$ cat src/rtl/reaction_ctrl.sv
// Reaction-time game sequencer: random foreperiod, cue LED, then a millisecond
// reaction measurement with early-press and timeout detection.
module reaction_ctrl #(
  parameter int unsigned CLKS_PER_MS  = 50000,
  parameter int unsigned MIN_DELAY_MS = 1000,
  parameter int unsigned RAND_W       = 10,
  parameter int unsigned TIMEOUT_MS   = 2000,
  parameter int unsigned CNT_W        = 14
) (
  input  logic             clk,
  input  logic             reset,
  input  logic             start,
  input  logic             button,
  output logic             led_on,
  output logic             busy,
  output logic             result_valid,
  output logic [CNT_W-1:0] reaction_ms,
  output logic             too_early,
  output logic             timed_out
);

  localparam int unsigned PW = (CLKS_PER_MS > 1) ? $clog2(CLKS_PER_MS) : 1;
  localparam logic [PW-1:0]    PresLast    = PW'(CLKS_PER_MS - 1);
  localparam logic [CNT_W-1:0] MinDelay    = CNT_W'(MIN_DELAY_MS);
  localparam logic [CNT_W-1:0] TimeoutMs   = CNT_W'(TIMEOUT_MS);
  localparam logic [CNT_W-1:0] TimeoutLast = CNT_W'(TIMEOUT_MS - 1);
  localparam logic [CNT_W-1:0] CntOne      = CNT_W'(1);

  typedef enum logic [1:0] {StIdle, StDelay, StMeasure, StDone} state_e;

  state_e           state_q, state_d;
  logic [PW-1:0]    presc_q, presc_d;
  logic [CNT_W-1:0] ms_cnt_q, ms_cnt_d;
  logic [CNT_W-1:0] target_q, target_d;
  logic [15:0]      lfsr_q, lfsr_d;
  logic             led_on_q, led_on_d;
  logic             busy_q, busy_d;
  logic             result_valid_q, result_valid_d;
  logic [CNT_W-1:0] reaction_ms_q, reaction_ms_d;
  logic             too_early_q, too_early_d;
  logic             timed_out_q, timed_out_d;
  logic             ms_tick;
  logic             lfsr_fb;

  assign ms_tick = (presc_q == PresLast);
  // Right-shifting Fibonacci form of taps 16,14,13,11.
  assign lfsr_fb = lfsr_q[0] ^ lfsr_q[2] ^ lfsr_q[3] ^ lfsr_q[5];

  always_comb begin
    state_d        = state_q;
    presc_d        = presc_q;
    ms_cnt_d       = ms_cnt_q;
    target_d       = target_q;
    reaction_ms_d  = reaction_ms_q;
    too_early_d    = too_early_q;
    timed_out_d    = timed_out_q;
    lfsr_d         = {lfsr_fb, lfsr_q[15:1]};

    unique case (state_q)
      StIdle: begin
        if (start && !button) begin
          state_d  = StDelay;
          target_d = MinDelay + CNT_W'(lfsr_q[RAND_W-1:0]);
        end
      end
      StDelay: begin
        if (button) begin
          state_d       = StDone;
          reaction_ms_d = '0;
          too_early_d   = 1'b1;
          timed_out_d   = 1'b0;
        end else if (ms_tick && (ms_cnt_q == target_q - CntOne)) begin
          state_d = StMeasure;
        end
      end
      StMeasure: begin
        // A press in the timeout cycle still counts as a valid reaction.
        if (button) begin
          state_d       = StDone;
          reaction_ms_d = ms_cnt_q;
          too_early_d   = 1'b0;
          timed_out_d   = 1'b0;
        end else if (ms_tick && (ms_cnt_q == TimeoutLast)) begin
          state_d       = StDone;
          reaction_ms_d = TimeoutMs;
          too_early_d   = 1'b0;
          timed_out_d   = 1'b1;
        end
      end
      StDone:  state_d = StIdle;
      default: state_d = StIdle;
    endcase

    // Timebase restarts on every state entry and only runs while a round is live.
    if (state_d != state_q) begin
      presc_d  = '0;
      ms_cnt_d = '0;
    end else if ((state_q == StDelay) || (state_q == StMeasure)) begin
      if (ms_tick) begin
        presc_d  = '0;
        ms_cnt_d = ms_cnt_q + CntOne;
      end else begin
        presc_d = presc_q + PW'(1);
      end
    end

    led_on_d       = (state_d == StMeasure);
    busy_d         = (state_d == StDelay) || (state_d == StMeasure);
    result_valid_d = (state_d == StDone);
  end

  always_ff @(posedge clk) begin
    if (reset) begin
      state_q        <= StIdle;
      presc_q        <= '0;
      ms_cnt_q       <= '0;
      target_q       <= '0;
      lfsr_q         <= 16'hACE1;
      led_on_q       <= 1'b0;
      busy_q         <= 1'b0;
      result_valid_q <= 1'b0;
      reaction_ms_q  <= '0;
      too_early_q    <= 1'b0;
      timed_out_q    <= 1'b0;
    end else begin
      state_q        <= state_d;
      presc_q        <= presc_d;
      ms_cnt_q       <= ms_cnt_d;
      target_q       <= target_d;
      lfsr_q         <= lfsr_d;
      led_on_q       <= led_on_d;
      busy_q         <= busy_d;
      result_valid_q <= result_valid_d;
      reaction_ms_q  <= reaction_ms_d;
      too_early_q    <= too_early_d;
      timed_out_q    <= timed_out_d;
    end
  end

  assign led_on       = led_on_q;
  assign busy         = busy_q;
  assign result_valid = result_valid_q;
  assign reaction_ms  = reaction_ms_q;
  assign too_early    = too_early_q;
  assign timed_out    = timed_out_q;

endmodule

$ cat config.mk
export PLATFORM = sky130hd
export DESIGN_NAME = reaction_ctrl
export DESIGN_NICKNAME = d
export VERILOG_FILES = /design/src/rtl/reaction_ctrl.sv
export SDC_FILE = /design/constraint.sdc
export NUM_CORES = 1
export LEC_CHECK = 0
export BUFFER_PORTS_ARGS = -buffer_cell sky130_fd_sc_hd__buf_2
export CAP_MARGIN = 20
export CORE_MARGIN = 5
export CORE_UTILIZATION = 60
export CTS_CLUSTER_DIAMETER = 50
export DETAILED_ROUTE_END_ITERATION = 10
export PLACE_DENSITY = 0.79
export SLEW_MARGIN = 40
export SYNTH_ARGS = -nofsm -noshare
export SYNTH_HDL_FRONTEND = slang
export SYNTH_SLANG_ARGS = --single-unit
$ cat constraint.sdc
create_clock -name clk -period 5.04 [get_ports clk]
set_clock_uncertainty 0.1 [all_clocks]
set_input_delay 0.756 -clock clk [delete_from_list [all_inputs] [get_ports clk]]
set_output_delay 0.756 -clock clk [all_outputs]
set_load 0.005 [all_outputs]
* After elaboration in Yosys (flattened, before gate mapping)
Cells that the tools add are included.
** Storage, ports and cells
- Memory bits (writable) :: 0
- Output and inout bits :: 19
- Register bits after elaboration :: 81
- Memories :: 0
- Bits in latches :: 0
- Input bits :: 4
- ROM bits :: 0
** Cells by class
- Muxes and demuxes :: 19
- Div/mod/pow operators :: 0
- Shift operators :: 0
- Reduce and logical (&&, ||, !) cells :: 12
- Multipliers :: 0
- Add/subtract/negate cells :: 4
- Equal/unequal tests :: 12
- Magnitude comparators :: 0
- Bitwise operators :: 3
** Operators with widths (number)
- 14-bit 2-to-1 mux :: 3
- 14-bit one-hot mux with 2 select lines :: 1
- 16-bit by 1-bit adder with 16-bit output (second input constant) :: 1
- 16-bit == test (second input constant) :: 1
- 16-bit 2-to-1 mux :: 1
- 14-bit by 1-bit adder with 14-bit output (second input constant) :: 1
- 14-bit by 11-bit == test with 1-bit output (second input constant) :: 1
- 14-bit == test :: 1
- 14-bit by 1-bit subtractor with 14-bit output (second input constant) :: 1
- 10-bit by 10-bit adder with 11-bit output (first input constant) :: 1
- 2-bit 2-to-1 mux :: 5
- 2-bit == test (second input constant) :: 4
- 2-bit one-hot mux with 4 select lines :: 1
- 1-bit 2-to-1 mux :: 6
- 2-bit by 1-bit == test with 1-bit output (second input constant) :: 2
- 1-bit one-hot mux with 2 select lines :: 2
- 2-bit AND reduction :: 2
- 1-bit logical AND :: 3
- 3-bit inequality test (second input constant) :: 1
- 3-bit AND reduction :: 1
- 1-bit bitwise XOR :: 3
- 2-bit logical NOT :: 1
- 1-bit logical OR :: 2
- 2-bit inequality test :: 1
- other kinds (4) :: 4

* Depth between registers and ports, before layout
Gate-level depths: netlist (run 1).
- Depth after elaboration :: 8
- Gate-level depth with buffers :: 10
- Gate-level depth less buffers :: 10

* Worst setup path after synthesis (run 1)
No wires, ideal clock.
- Path type :: reg2reg
- Start point :: reg target_q[0]
- End point :: reg busy_q (netlist: busy)
- Cell stages (with the launch flop) :: 11
- Setup slack :: 2.306 ns
- Data arrival time :: 2.507 ns
- Path through :: dfxtp_1 -> inv_1 -> ha_1 -> or4b_4 -> or3_4 -> a21oi_2 -> o211ai_2 -> nor3_1 -> o21a_1 -> ha_1 -> nor2b_1
** On the way
- Word-level cells in the longest chain between the ends :: 8
** RTL lines
- start, declared :: line 34 : logic [CNT_W-1:0] target_q, target_d;
- start signal, assigned :: line 129 : target_q <= target_d;
- 14-bit by 1-bit subtractor with 14-bit output (*) :: line 72 : end else if (ms_tick && (ms_cnt_q == target_q - CntOne)) begin
- 14-bit == test (*) :: line 72
- 1-bit logical AND (*) :: line 72
- 2-bit 2-to-1 mux (*) :: line 72
- 2-bit 2-to-1 mux (*) :: line 67 : if (button) begin
- 2-bit one-hot mux with 4 select lines (*) :: line 59 : unique case (state_q)
- named net state_d[1] :: line 31 : state_e state_q, state_d;
- 2-bit by 1-bit == test with 1-bit output or 2-bit == test (tied branches) :: line 108 : busy_d = (state_d == StDelay) || (state_d == StMeasure);
- 1-bit logical OR (*) :: line 108
- named net busy_d :: line 37 : logic busy_q, busy_d;
- end signal, assigned :: line 132 : busy_q <= busy_d;
- end, declared :: line 37
Mark *: on every way through the listed nets, which the timed path passes. The rest lies on a longest branch.
A chain may end at the register's enable or synchronous reset.

* Worst setup path after layout (run 1)
Same ends and word-level chain as after synthesis.

==> impl_metrics.toml, run 1 <==
[placement]
dp_slack_ns = 1.999
portBuffers = 22
place_congestion = 0.9054
dpl.hpwl_microns = 5926
detailed_place.area_sq_um = 4070

[timing]
period_needed_ns = 3.079
worstMarginPinSlew_ns = 0.7258
rsz0062_at_grt = "false"
setup_viol = 0
slew_headroom_pct = 51.56
hold_viol = 0
fin_crit_sh_pct = 61.09
fin_setup_tns_ns = 0
fmax_ghz = 0.3248
setup_ws_ns = 1.961
slew_viol_final = 0

[power]
p_leak_nw = 1.599
worst_ir_drop_vdd_v = 0.0002808
p_per_area_nw_per_um2 = 351.0

[worst_setup_path]
crit_top_cell = "ha_1"
critPathMaxStageDelay_ns = 0.49
critical_path_class = "register to register"
cp_top_family = "simple AND/OR/NAND/NOR gates"
worstPathCellList = "inv_1 -> ha_1 -> or4b_4 -> or3_4 -> a21oi_2 -> o211ai_2 -> nor3_1 -> o21a_1 -> ha_1 -> nor2b_1"
cp-end-kind = "register"
cp_max_fo = 5
cp_data_arrival_time_ns = 3.19
crit_buf_inv = 1
r2r_slack_ns = 1.96
cp.required_ns = 5.16
start_kind = "register"
slowest_stage = "nor3_1"

[synthesis]
synthMuxAreaShare_pct = 2.067
synth_top_family_by_area = "simple AND/OR/NAND/NOR gates"
ys_types = 61
synth_edf_count = 0
post_synth_xor_area_fraction_pct = 9.574
synth_simple_gate_area_share_pct = 28.63
ys.flop_type = "dfxtp_1"
synth.most_common_cell = "dfxtp_1"
synth_compound_gate_area_share_pct = 12.44
synth_fa_ha_area_share_pct = 3.181
synth_seq_cells = 78
synthTopCellsByCount = "dfxtp_1, nor2_1, xnor2_1, nand2_1, nor3_2"
synth_top_area_share_pct = 39.69
async_flop_share_pct = 0
synth_area_leaders = "dfxtp_1, xnor2_1, nor3_2"
netlist_area_sq_um = 3934
syn_avg_cell_area_sq_um = 9.300
synthCells = 423
synth_warnings = 0
synth_area_leader_cell = "dfxtp_1"
ys_seq_area_share_pct = 39.69
syn_nets = 437

[clocking]
cts-buffers-inserted = 9
clkTransAtPathRegs_ns = 0.08
postCtsSetupRepairBufs = 0
clock_path_buffers = 2
htreeDepth = 3
clockRootBuffer = "clkbuf_8"
postCtsHoldBufs = 0
cts_tree = "built"
clock_sinks = 78
cts_resized = 0
clk_latency_ns = 0.35

[routing]
wl_per_cell_microns = 16.55
drt_iter0_drc = 221
num_vias = 3146
drc_errors = 0
vias_per_cell = 6.085
drt_wl_total_microns = 8557
dr.pass1.iters = 7
ant_nets = 0

[floorplan]
io_pins = 23
core_area_sq_um = 6350
fp.dieH_microns = 90.97
start_util_pct = 61.95
die_x_microns = 90.97
dieArea_sq_um = 8276
row_count = 29

[cells_and_area]
area.growth.synth_to_final_pct = 9.129
utilization_pct = 67.61
finalInstanceArea_sq_um = 4293
antennaDiodeCount = 0
layout-drive-gt1-share_pct = 19.32
nNetsFinal = 449

[global_route]
grt_max_degree = 40
grtUsageTotal_pct = 20.57
grt_overflow = 0
grt_pass1_vias = 2825
grt_antenna_before_repair = 0
grt_pass1_wl_microns = 14020

[flow_run]
max_cap_violations = 0

[min_path]
hold_class = "register to register"

[run_status]
run_status = "finished, final reports clean"
-- placed cells by master, fill, tap and decap left out, drive strengths merged, types with 4 or more instances in the layout --
master	Yosys	final
nor3	31	31
or2	8	8
clkbuf	14	10
a31oi	4	4
a21oi	17	17
inv	13	13
nor2	43	43
nand2b	5	5
xnor2	26	26
nand2	22	22
nor2b	13	13
nand3	8	8
o21a	5	5
nor4	11	11
a22o	9	9
a211oi	7	7
o2bb2ai	6	6
nand4	12	12
and2	4	4
buf	10	25
and3	4	4
nand3b	4	4
mux2i	7	7
dfxtp	78	78
xor2	17	17
or3	4	4
ha	10	10
-- report_power, final --
part	internal [mW]	switching [mW]
Combinational	0.130	0.197
Sequential	0.645	0.0286
Clock	0.278	0.229
Total	1.05	0.454
-- logic make-up (layout without fill, tap and decap cells) --
family / after synthesis / count (layout)
mux: 8 / 8
fa+ha+maj: 10 / 10
buf+inv: 37 / 54
simple gates: 181 / 181
flops: 78 / 78
xor+xnor: 43 / 43
compound gates: 66 / 66
-- per-layer routing --
metal	routed length (microns)	share of wire (%)	vias to the layer above	track usage, %
met1	4026	47	1511	29.01
met5	0	0	-	0
met2	3884	45	107	31.25
met4	91	1.1	0	5.868
met3	555	6.5	7	5.124
li1	-	-	1521	-
-- registers in the layout, indices dropped and copies added (netlist names) --
name and count:
busy 1, ms_cnt_q 14, timed_out 1, lfsr_q 16
too_early 1, target_q 11, reaction_ms 14, presc_q 16
result_valid 1, state_q 2, led_on 1
-- metrics by stage --
| step | std cells | total power, mW | hold slack [ns] |
|---|---|---|---|
| 2_1_floorplan | 423 | 0.9239 | 0.2895 |
| 3_3_place_gp | 499 | 0.9721 | 0.2922 |
| 3_5_place_dp | 501 | 1.004 | 0.3004 |
| 4_1_cts | 517 | 1.508 | 0.3218 |
| 5_1_grt | 517 | 1.574 | 0.3349 |
| 6_report | 517 | 1.507 | 0.3200 |
-- cell type report --
class	instances	area, sq um
fillers	496	2057
multi-input cells	308	2228
well taps	77	96.34
repair buffers	25	143.9
flip-flops and latches	78	1562
clock inverters	6	86.33
clock buffers	10	127.6
inverters	13	48.80
-- path summary, 6_finish.rpt --
path | start | end | cells after the start
worst max-delay path | target_q[0]$_SDFFE_PP0P_ | busy$_SDFF_PP0_ | 10
worst min-delay path | lfsr_q[11]$_SDFF_PP1_ | lfsr_q[10]$_SDFF_PP1_ | 1
worst min register to register | lfsr_q[11]$_SDFF_PP1_ | lfsr_q[10]$_SDFF_PP1_ | 1
worst max register to register | target_q[0]$_SDFFE_PP0P_ | busy$_SDFF_PP0_ | 10
Note: power is estimated with default switching activity, not from simulation.
==> run 2: changes to the inputs <==
==> constraint.sdc (replaced) <==
create_clock -name clk -period 2.85 [get_ports clk]
set_clock_uncertainty 0.1 [all_clocks]
set_input_delay 0.4275 -clock clk [delete_from_list [all_inputs] [get_ports clk]]
set_output_delay 0.4275 -clock clk [all_outputs]
set_load 0.005 [all_outputs]
==> impl_metrics.toml, run 2 (same netlist as run 1, synthesis figures left out) <==
[run_status]
run_status = "finished, final reports clean"

[worst_setup_path]
cp.required_ns = 2.99
critical_path_class = "register to register"
cp_max_fo = 3
slowest_stage = "or4b_4"
start_kind = "register"
crit_top_cell = "o21a_1"
cp_data_arrival_time_ns = 2.90
worstPathCellList = "inv_2 -> ha_2 -> or4b_4 -> or3_4 -> o21a_1 -> o211ai_4 -> nor3_4 -> o21a_1 -> ha_1 -> nor2b_1"
cp-end-kind = "register"
critPathMaxStageDelay_ns = 0.48

[global_route]
grt_pass1_wl_microns = 14160
grtUsageTotal_pct = 20.69
grt_antenna_before_repair = 0
grt_max_degree = 39
grt_overflow = 0
grt_pass1_vias = 2905

[cells_and_area]
layout_common_cells = "dfxtp_1, nor2_1, xnor2_1"
antennaDiodeCount = 0
nNetsFinal = 461
reg_top3 = "lfsr_q x16, presc_q x16"
layout-drive-gt1-share_pct = 22.57
mostFrequentLayoutCell = "dfxtp_1"
area.growth.synth_to_final_pct = 11.39
stdcell_count = 529
finalInstanceArea_sq_um = 4382

[power]
worst_ir_drop_vdd_v = 0.0004387
report.power.total_mw = 2.556
p_per_area_nw_per_um2 = 583.3
p_leak_nw = 1.662

[floorplan]
fp.dieH_microns = 90.97
io_pins = 23
dieArea_sq_um = 8276
row_count = 29
start_util_pct = 61.95
die_x_microns = 90.97
core_area_sq_um = 6350

[routing]
dr.pass1.iters = 5
drc_errors = 0
ant_nets = 0
num_vias = 3128
wl_per_cell_microns = 15.67
drt_iter0_drc = 213
vias_per_cell = 5.913
drt_wl_total_microns = 8292

[clocking]
cts-buffers-inserted = 9
postCtsSetupRepairBufs = 0
cts_tree = "built"
clock_path_buffers = 2
postCtsHoldBufs = 0
clkTransAtPathRegs_ns = 0.09
clock_sinks = 78
clockRootBuffer = "clkbuf_8"
clk_latency_ns = 0.36
htreeDepth = 3

[placement]
portBuffers = 22
dpl.hpwl_microns = 5818
detailed_place.area_sq_um = 4172
dp_slack_ns = -0.04780
place_inst = 513
place_congestion = 0.8498

[timing]
setup_viol = 0
hold_viol = 0
slew_headroom_pct = 59.68
fmax_ghz = 0.3635
whs_ns = 0.2958
period_needed_ns = 2.751
fin_crit_sh_pct = 96.54
slew_viol_final = 0
worstMarginPinSlew_ns = 0.6047
setup_ws_ns = 0.09871

[min_path]
hold_class = "primary input to register"

[flow_run]
max_cap_violations = 0
-- run 2: cell types whose count changed in the layout (fill, tap and decap cells not counted), sizes merged --
cell,previous run,this run
buf,25,37
clkinv,3,0
clkinvlp,1,2
inv,13,18
clkbuf,10,9
bufinv,2,0
-- run 2: worst paths after layout --
check	startpoint	to	slack [ns]	cells past startpoint
min reg2reg	lfsr_q[12]$_SDFF_PP0_	lfsr_q[11]$_SDFF_PP1_	0.31	1
max reg2reg	target_q[0]$_SDFFE_PP0P_	busy$_SDFF_PP0_	0.1	10
max	target_q[0]$_SDFFE_PP0P_	busy$_SDFF_PP0_	0.1	10
min	reset	lfsr_q[15]$_SDFF_PP1_	0.30	3
-- run 2: layout make-up --
type,instances,area [sq um]
clock buffers,9,123.9
clock inverters,7,61.31
fillers,484,1968
inverters,13,48.80
multi-input cells,308,2241
flip-flops and latches,78,1563
well taps,77,96.34
repair buffers,37,247.7
-- run 2: where the power goes --
| part | switching [mW] | internal (mW) |
|---|---|---|
| Sequential | 0.0486 | 1.14 |
| Combinational | 0.345 | 0.233 |
| Clock | 0.454 | 0.334 |
| Total | 0.848 | 1.71 |
-- run 2: worst max-delay path, delay by kind of cell (launching register included) --
kind,cells,cell delay [ns]
compound gates,3,0.58
flops,1,0.34
simple gates,4,1.06
fa+ha+maj,2,0.48
buf+inv,1,0.07
-- run 2: per-layer routing --
layer	GRT usage (%)	share of wire, %	vias to the layer above
met1	28.92	47	1479
met4	7.090	1.5	0
met5	0	0	-
met2	31.67	46	86
met3	4.463	5.6	12
li1	-	-	1551
-- run 2: through the flow --
step | util (%) | setup TNS [ns]
after floorplan | - | 0
final | 69.00 | 0
after global placement | 65.69 | 0
after CTS | 68.69 | 0
after global routing | 69.00 | -0.002963
after detailed placement | 65.69 | -0.04780
-- run 2: repair_timing --
action	in CTS	in global routing
cloned	0	0
pin swaps	0	1
gates resized for setup	1	7
endpoints found under the setup margin	1	3
==> run 3: changes to the inputs <==
--- a/config.mk
+++ b/config.mk
@@ -11,7 +11,7 @@
 export CORE_UTILIZATION = 60
 export CTS_CLUSTER_DIAMETER = 50
 export DETAILED_ROUTE_END_ITERATION = 10
-export PLACE_DENSITY = 0.79
+export PLACE_DENSITY = 0.78
 export SLEW_MARGIN = 40
 export SYNTH_ARGS = -nofsm -noshare
 export SYNTH_HDL_FRONTEND = slang
==> impl_metrics.toml, run 3 (same netlist as run 1, synthesis figures left out) <==
[placement]
place_inst = 517
dp_slack_ns = -0.05189
dpl.hpwl_microns = 5792
place_congestion = 0.8927
portBuffers = 22
detailed_place.area_sq_um = 4202

[power]
worst_ir_drop_vdd_v = 0.0005495
p_per_area_nw_per_um2 = 594.5
p_leak_nw = 1.692

[cells_and_area]
area.growth.synth_to_final_pct = 13.45
fillers = 475
nNetsFinal = 468
reg_top3 = "lfsr_q x16, presc_q x16"
antennaDiodeCount = 0
mostFrequentLayoutCell = "dfxtp_1"
layout-drive-gt1-share_pct = 24.40
finalInstanceArea_sq_um = 4463
layout_common_cells = "dfxtp_1, nor2_1, xnor2_1"
stdcell_count = 536

[floorplan]
io_pins = 23
row_count = 29
fp.dieH_microns = 90.97
core_area_sq_um = 6350
die_x_microns = 90.97
start_util_pct = 61.95
dieArea_sq_um = 8276

[routing]
highest_layer = "met4"
route.met2.wl_microns = 4032
dr.pass1.iters = 4
wl_per_cell_microns = 15.57
ant_nets = 0
vias_per_cell = 5.808
num_vias = 3113
wl_met3_microns = 412
drt_iter0_drc = 170
drc_errors = 0
met1Wirelength_microns = 3766
drt_wl_total_microns = 8346

[timing]
slew_viol_final = 0
fin_crit_sh_pct = 96.82
period_needed_ns = 2.759
fmax_ghz = 0.3624
worstMarginPinSlew_ns = 0.6442
setup_viol = 0
fin_setup_tns_ns = 0
setup_ws_ns = 0.09073
whs_ns = 0.3183
slew_headroom_pct = 57.05
hold_viol = 0

[global_route]
grtUsageTotal_pct = 20.54
grt_antenna_before_repair = 0
grt_max_degree = 40
grt_pass1_wl_microns = 14010
grt_pass1_vias = 2945
grt_overflow = 0

[worst_setup_path]
cp.required_ns = 2.98
critical_path_class = "register to register"
cp-end-kind = "register"
start_kind = "register"
cp_max_fo = 5
cp_data_arrival_time_ns = 2.89
reg2reg_from = "target_q[1]$_SDFFE_PP0P_"
cp-startpoint = "target_q[1]$_SDFFE_PP0P_"

[clocking]
clock_path_buffers = 2
clkTransAtPathRegs_ns = 0.09
postCtsHoldBufs = 0
clockRootBuffer = "clkbuf_8"
cts-buffers-inserted = 9
htreeDepth = 3
clk_latency_ns = 0.36
clock_sinks = 78
cts_tree = "built"

[min_path]
min_from = "lfsr_q[11]$_SDFF_PP1_"
hold_class = "register to register"

[flow_run]
max_cap_violations = 0

[run_status]
run_status = "finished, final reports clean"
run 3: per-stage QoR:
step                      utilization (%)  power (mW)
after CTS                           69.54       2.652
after floorplan                         -       1.634
after global routing                70.29       2.785
after detailed placement            66.17       1.797
after global placement              66.17       1.780
final                               70.29       2.653
run 3: final timing paths:
kind	slack [ns]	cells past startpoint	end
hold reg to reg	0.32	1	lfsr_q[10]$_SDFF_PP1_
setup reg to reg	0.09	11	busy$_SDFF_PP0_
setup / recovery	0.09	11	busy$_SDFF_PP0_
hold / removal	0.32	1	lfsr_q[10]$_SDFF_PP1_
run 3: repair_timing:
| item | in CTS | in global routing |
|---|---|---|
| endpoints found under the setup margin | 1 | 5 |
| setup buffers | 1 | 2 |
| pin swaps | 1 | 4 |
| hold endpoints to repair | 0 | 0 |
| resized for setup | 1 | 11 |
run 3: critical path, stage by stage, from the launching register on:
cell and delay, ns:
dfxtp_2 0.33, inv_2 0.09, ha_4 0.13, or4b_4 0.47, or3_4 0.35, o21a_1 0.12
o211ai_2 0.21, nor3_2 0.08, buf_4 0.15, o21a_1 0.18, ha_1 0.28, nor2b_1 0.13
run 3: area by class of cell:
class / count / area [sq um] / area share, %
multi-input cells: 308 / 2248 / 50.38
flip-flops and latches: 78 / 1564 / 35.04
repair buffers: 44 / 300.3 / 6.728
clock buffers: 9 / 123.9 / 2.775
well taps: 77 / 96.34 / 2.159
clock inverters: 7 / 81.33 / 1.822
inverters: 13 / 48.80 / 1.093
run 3: layer usage:
metal	GRT usage (%)	vias to the layer above
li1	-	1555
met1	26.73	1480
met2	32.69	64
met3	5.289	14
met4	7.946	0
met5	0	-
run 3: where the power goes:
group	total (mW)	switching (mW)	leakage [nW]	internal, mW
Sequential	1.18	0.0418	0.636	1.14
Combinational	0.619	0.359	0.963	0.260
Clock	0.852	0.438	0.0940	0.414
Total	2.65	0.839	1.69	1.81
